## src/rtl/mult_pkg.sv

```systemverilog
// Shared types and helpers for the radix-4 Booth multiplier.
package mult_pkg;

  typedef enum logic [1:0] {
    IDLE,
    RUN,
    DONE
  } state_t;

  // Booth digit flags: a digit is zero, +-M or +-2M.
  localparam logic [2:0] NEG = 3'b100;
  localparam logic [2:0] ONE = 3'b010;
  localparam logic [2:0] TWO = 3'b001;

  // One radix-4 digit per iteration, covering WIDTH bits plus the
  // two extension bits that keep unsigned operands positive.
  function automatic int calc_iter(input int width);
    return (width + 2) / 2;
  endfunction

endpackage

```

## src/rtl/booth_r4_encoder.sv

```systemverilog
// Radix-4 Booth digit encoder: three overlapping multiplier bits in,
// sign / magnitude-one / magnitude-two flags out.
module booth_r4_encoder
  import mult_pkg::*;
(
  input  logic [2:0] bits,
  output logic       neg,
  output logic       one,
  output logic       two
);

  logic [2:0] flags;

  // Map the bit triple {q[2i+1], q[2i], q[2i-1]} onto its signed digit.
  always_comb begin
    flags = 3'b000;
    case (bits)
      3'b001, 3'b010: flags = ONE;
      3'b011:         flags = TWO;
      3'b100:         flags = NEG | TWO;
      3'b101, 3'b110: flags = NEG | ONE;
      default:        flags = 3'b000;
    endcase
  end

  assign neg = |(flags & NEG);
  assign one = |(flags & ONE);
  assign two = |(flags & TWO);

endmodule

```

## src/rtl/booth_r4_multiplier.sv

```systemverilog
// Iterative radix-4 Booth multiplier with valid/ready handshakes on both
// sides. One partial product is accumulated per cycle; the full product
// is registered when the block enters DONE and held until the next result.
module booth_r4_multiplier
  import mult_pkg::*;
#(
  parameter int WIDTH = 32
) (
  input  logic                 clk,
  input  logic                 rst,
  input  logic                 en,
  input  logic                 in_valid,
  output logic                 in_ready,
  input  logic [WIDTH-1:0]     a,
  input  logic [WIDTH-1:0]     b,
  input  logic                 is_signed,
  output logic                 out_valid,
  input  logic                 out_ready,
  output logic [2*WIDTH-1:0]   product
);

  localparam int ITER = calc_iter(WIDTH);
  localparam int PW   = 2 * WIDTH + 2;
  localparam int QW   = WIDTH + 3;
  localparam int CW   = $clog2(ITER + 1);
  localparam logic [CW-1:0] LAST = CW'(ITER);

  state_t          state;
  logic [PW-1:0]   m;
  logic [PW-1:0]   p;
  logic [QW-1:0]   q;
  logic [CW-1:0]   cnt;

  logic [2:0]      window;
  logic            neg;
  logic            one;
  logic            two;
  logic [PW-1:0]   mag;
  logic [PW-1:0]   pp;
  logic [PW-1:0]   p_next;
  logic            a_ext;
  logic            b_ext;

  assign a_ext = is_signed & a[WIDTH-1];
  assign b_ext = is_signed & b[WIDTH-1];

  assign in_ready  = (state == IDLE);
  assign out_valid = (state == DONE);

  booth_r4_encoder u_enc (
    .bits (window),
    .neg  (neg),
    .one  (one),
    .two  (two)
  );

  // Pick the current digit window and form the shifted partial product.
  always_comb begin
    window = 3'(q >> (2 * cnt));
    mag    = '0;
    if (two) begin
      mag = m << 1;
    end else if (one) begin
      mag = m;
    end
    pp     = neg ? ('0 - mag) : mag;
    p_next = p + (pp << (2 * cnt));
  end

  // Handshake FSM with accumulator; en freezes everything, rst aborts.
  always_ff @(posedge clk) begin
    if (rst) begin
      state   <= IDLE;
      m       <= '0;
      q       <= '0;
      p       <= '0;
      cnt     <= '0;
      product <= '0;
    end else if (en) begin
      case (state)
        IDLE: begin
          if (in_valid) begin
            state <= RUN;
            m     <= {{(WIDTH + 2){a_ext}}, a};
            q     <= {{2{b_ext}}, b, 1'b0};
            p     <= '0;
            cnt   <= '0;
          end
        end
        RUN: begin
          if (cnt == LAST) begin
            state   <= DONE;
            product <= p[2*WIDTH-1:0];
          end else begin
            p   <= p_next;
            cnt <= cnt + 1'b1;
          end
        end
        DONE: begin
          if (out_ready) begin
            state <= IDLE;
          end
        end
        default: state <= IDLE;
      endcase
    end
  end

endmodule

```

## config.mk

```make
export PLATFORM = sky130hd
export DESIGN_NAME = booth_r4_multiplier
export DESIGN_NICKNAME = d
export VERILOG_FILES = /design/src/rtl/mult_pkg.sv /design/src/rtl/booth_r4_encoder.sv /design/src/rtl/booth_r4_multiplier.sv
export SDC_FILE = /design/constraint.sdc
export NUM_CORES = 1
export LEC_CHECK = 0
export CAP_MARGIN = 20
export CORE_MARGIN = 4
export CORE_UTILIZATION = 58
export CTS_BUF_LIST = sky130_fd_sc_hd__clkbuf_8
export DETAILED_ROUTE_END_ITERATION = 10
export DONT_BUFFER_PORTS = 1
export GPL_TIMING_DRIVEN = 1
export PLACE_DENSITY = 0.74
export SLEW_MARGIN = 25
export SYNTH_ARGS = -nofsm -noshare
export SYNTH_HDL_FRONTEND = slang
export SYNTH_SLANG_ARGS = --single-unit
```

## constraint.sdc

```tcl
create_clock -name clk -period 16 [get_ports clk]
set_input_delay 0.8 -clock clk [delete_from_list [all_inputs] [get_ports clk]]
set_output_delay 0.8 -clock clk [all_outputs]
set_load 0.005 [all_outputs]
```

==> qor.txt <==
Routed wire per std cell -> 19.25 µm
Placeable Area -> 0.02511 mm²
Max Clk Rate -> 99.37 MHz
Post-CTS Hold Fix Bufs -> 0
RePlAce Congestion -> 1.019
Fin Setup TNS -> 0 ns
Layout Skew -> 0.02904 ns
Hold Crit Class -> primary input to flop
Port bufs -> 0
DRC viols -> 0
Peak supply drop -> 0.00007501 V
Worst-Margin Slew -> 1.090 ns
Max-Cap Viols -> 0
Root Buffer -> clkbuf_8
Final min period -> 10.06 ns
Crit path kind -> flop to flop
Reg2reg end -> p[41]$_SDFFE_PP0P_
Critical path's largest stage delay -> 0.79 ns
Dominant synthesized flop cell -> dfxtp_1
Finished Layout Cells -> 2240
Final cycle utilization of the critical path -> 62.90%
Overflow after GRT -> 0
Share of layout cells above drive strength 1 -> 7.225%
Vias -> 14246
H-tree Lvls -> 1
Antenna violations before repair -> 0
Reg2Reg Setup Slack -> 5.94 ns
Synthesized cell area -> 0.01475 mm²
Static leakage power -> 6.150 nW
Hold endpoint -> product[56]$_SDFFE_PP0P_
Crit path launch type -> flop
Worst Reg2Reg Path Length in Cells -> 34
Most frequent cells in the layout -> nand2_1 (364), a21oi_1 (248), dfxtp_1 (196)
Worst-path clk slew -> 0.07 ns
CTS tree -> built
Rel. slew slack -> 27.09%
Chip width -> 167.5 µm
Dpl ws -> 6.352 ns
Vias/cell -> 6.360
CP required -> 16.46 ns
Largest net degree at the start of global routing -> 193
Ports -> 136
Netlist cell types -> 99
Final number of setup-violating endpoints -> 0
Mapped Nets -> 2118
Avg Cell Area, Syn -> 7.482 µm²
Placed instance count -> 2187
Skew-Pair Late Insertion Delay -> 0.59 ns
P&R area growth vs syn -> 4.344%
EDFF count, synth -> 0
Initial Utilization -> 58.74%
Status -> finished clean
Hold Path Depth -> 1
Seq cells post-synth -> 201
Hold_sp -> rst
Reg2reg start -> cnt[3]$_SDFFE_PP0P_
Diode count -> 0
RSZ-0062 raised after global routing -> no
Slack of the critical path -> 5.936 ns
Slowest CP cell -> or2_1
Starting DRT DRC Count -> 1500
Hpwl dp -> 31920 µm
Final Hold Vio Count -> 0
Worst setup EP type -> flop
Commonest non-fill, non-tap cell in the layout -> nand2_1
ANT nets after route -> 0
Fill count -> 2363
Die H -> 167.5 µm
Part of the Yosys area used for sequential elements -> 27.28%
FP Rows -> 58
Postcts setup bufs -> 0
Crit path max fanout -> 57
Ys Warns -> 0
First-pass GRT wire length -> 68430 µm
Mapped Cells -> 1971
Clk buf depth -> 3
FFs w/ async S/R, synth -> 0%
CTS resizes -> 0
CP dominant cell by count -> o21ai_0
Num CTS Buffers -> 31
Die Area -> 0.02804 mm²
P per Cell Area -> 75.38 mW/mm²
1st-pass router iterations -> 7
DRT Wirelength -> 43110 µm
Clock Sinks -> 201
Arrival time worst endpoint -> 10.53 ns
Vias in the first global route -> 13042
Total track usage -> 28.98%
Final nets -> 2037
Fin. max-slew vios -> 0
## area by class of cell
type	count	area, µm²	area share [%]
Timing Repair Buffer	19	142.6	0.9269
Multi-Input combinational cell	1613	10110	65.68
Clock inverter	16	96.34	0.6261
Inverter	24	90.09	0.5854
Sequential cell	201	4030	26.19
Clock buffer	37	509.2	3.309
Tap cell	330	412.9	2.683
## sequential cells by signal, indices dropped and copies added, names as in the netlist
name and cells:
product 64, state 2, m 33, q 33, p 64, cnt 5
## per-stage QoR
| stage | power [mW] | instance area, µm² | hold WS [ns] | utilization [%] |
|---|---|---|---|---|
| after floorplan | 0.7034 | 14750 | 0.4319 | - |
| after global placement | 0.7446 | 14780 | 0.4373 | 58.84 |
| after detailed placement | 0.7470 | 14780 | 0.4427 | 58.86 |
| after CTS | 1.171 | 15390 | 0.2314 | 61.28 |
| after global routing | 1.215 | 15390 | 0.2512 | 61.29 |
| final | 1.160 | 15390 | 0.2850 | 61.29 |
## routing by layer
layer | GRT usage [%] | vias to the layer above | share of wire (%)
met5 | 0 | - | 0
met4 | 11.96 | 0 | 4.4
met3 | 4.226 | 104 | 6.9
met2 | 45.90 | 561 | 45
met1 | 39.76 | 6625 | 44
li1 | - | 6956 | -
## cell families after synthesis
logic type | Yosys count | share of synthesized area [%]
AO/OA/AOI/OAI | 658 | 29.34
adder cells (fa/ha/maj) | 77 | 6.584
buffers and inverters | 157 | 4.386
XOR/XNOR | 85 | 5.099
AND/OR/NAND/NOR | 717 | 20.91
flip-flops | 201 | 27.28
multiplexers | 76 | 6.397
## how the worst max path moves through the flow
stage                              from                  to  slack, ns  cells after the start
detailed placement  cnt[4]$_SDFFE_PP0P_  p[41]$_SDFFE_PP0P_       6.35                     33
global placement    cnt[4]$_SDFFE_PP0P_  p[41]$_SDFFE_PP0P_       6.47                     33
CTS                 cnt[4]$_SDFFE_PP0P_  p[41]$_SDFFE_PP0P_       6.31                     33
floorplan           cnt[0]$_SDFFE_PP0P_  p[48]$_SDFFE_PP0P_       8.30                     37
finish              cnt[3]$_SDFFE_PP0P_  p[41]$_SDFFE_PP0P_       5.94                     34
global route        cnt[3]$_SDFFE_PP0P_  p[41]$_SDFFE_PP0P_       5.45                     34
## synth_stat cells, types with 18 or more instances
cell type / n / area (µm²)
mux2i_1: 50 / 500.5
a22oi_1: 56 / 420.4
o21ai_0: 79 / 395.4
a21o_1: 41 / 307.8
dfxtp_1: 201 / 4024
clkbuf_1: 104 / 390.4
ha_1: 76 / 950.9
nor3_1: 24 / 120.1
a31oi_1: 23 / 143.9
o211ai_1: 22 / 165.2
nand2_1: 366 / 1374
inv_1: 23 / 86.33
a21oi_1: 248 / 1241
a22o_1: 29 / 254.0
xor2_1: 26 / 227.7
xnor2_1: 58 / 508.0
nand2b_1: 18 / 112.6
nand3_1: 30 / 150.1
nor2_1: 197 / 739.5
## where the power goes
| group | internal, mW | switching, mW |
|---|---|---|
| combinational | 0.0759 | 0.143 |
| clock | 0.223 | 0.195 |
| sequential | 0.511 | 0.0115 |
| total | 0.810 | 0.350 |
## worst max-delay path: cells and delay by family (launching register included)
family | cells | cell delay (ns)
and+or+nand+nor | 9 | 2.58
xor gates and xnor gates | 1 | 0.16
muxes | 2 | 0.61
AOI/OAI and AO/OA | 16 | 4.65
adders and majority gates | 2 | 0.65
buffers and inverters | 4 | 0.98
DFF | 1 | 0.31
Note: power is estimated with default switching activity, not from simulation.
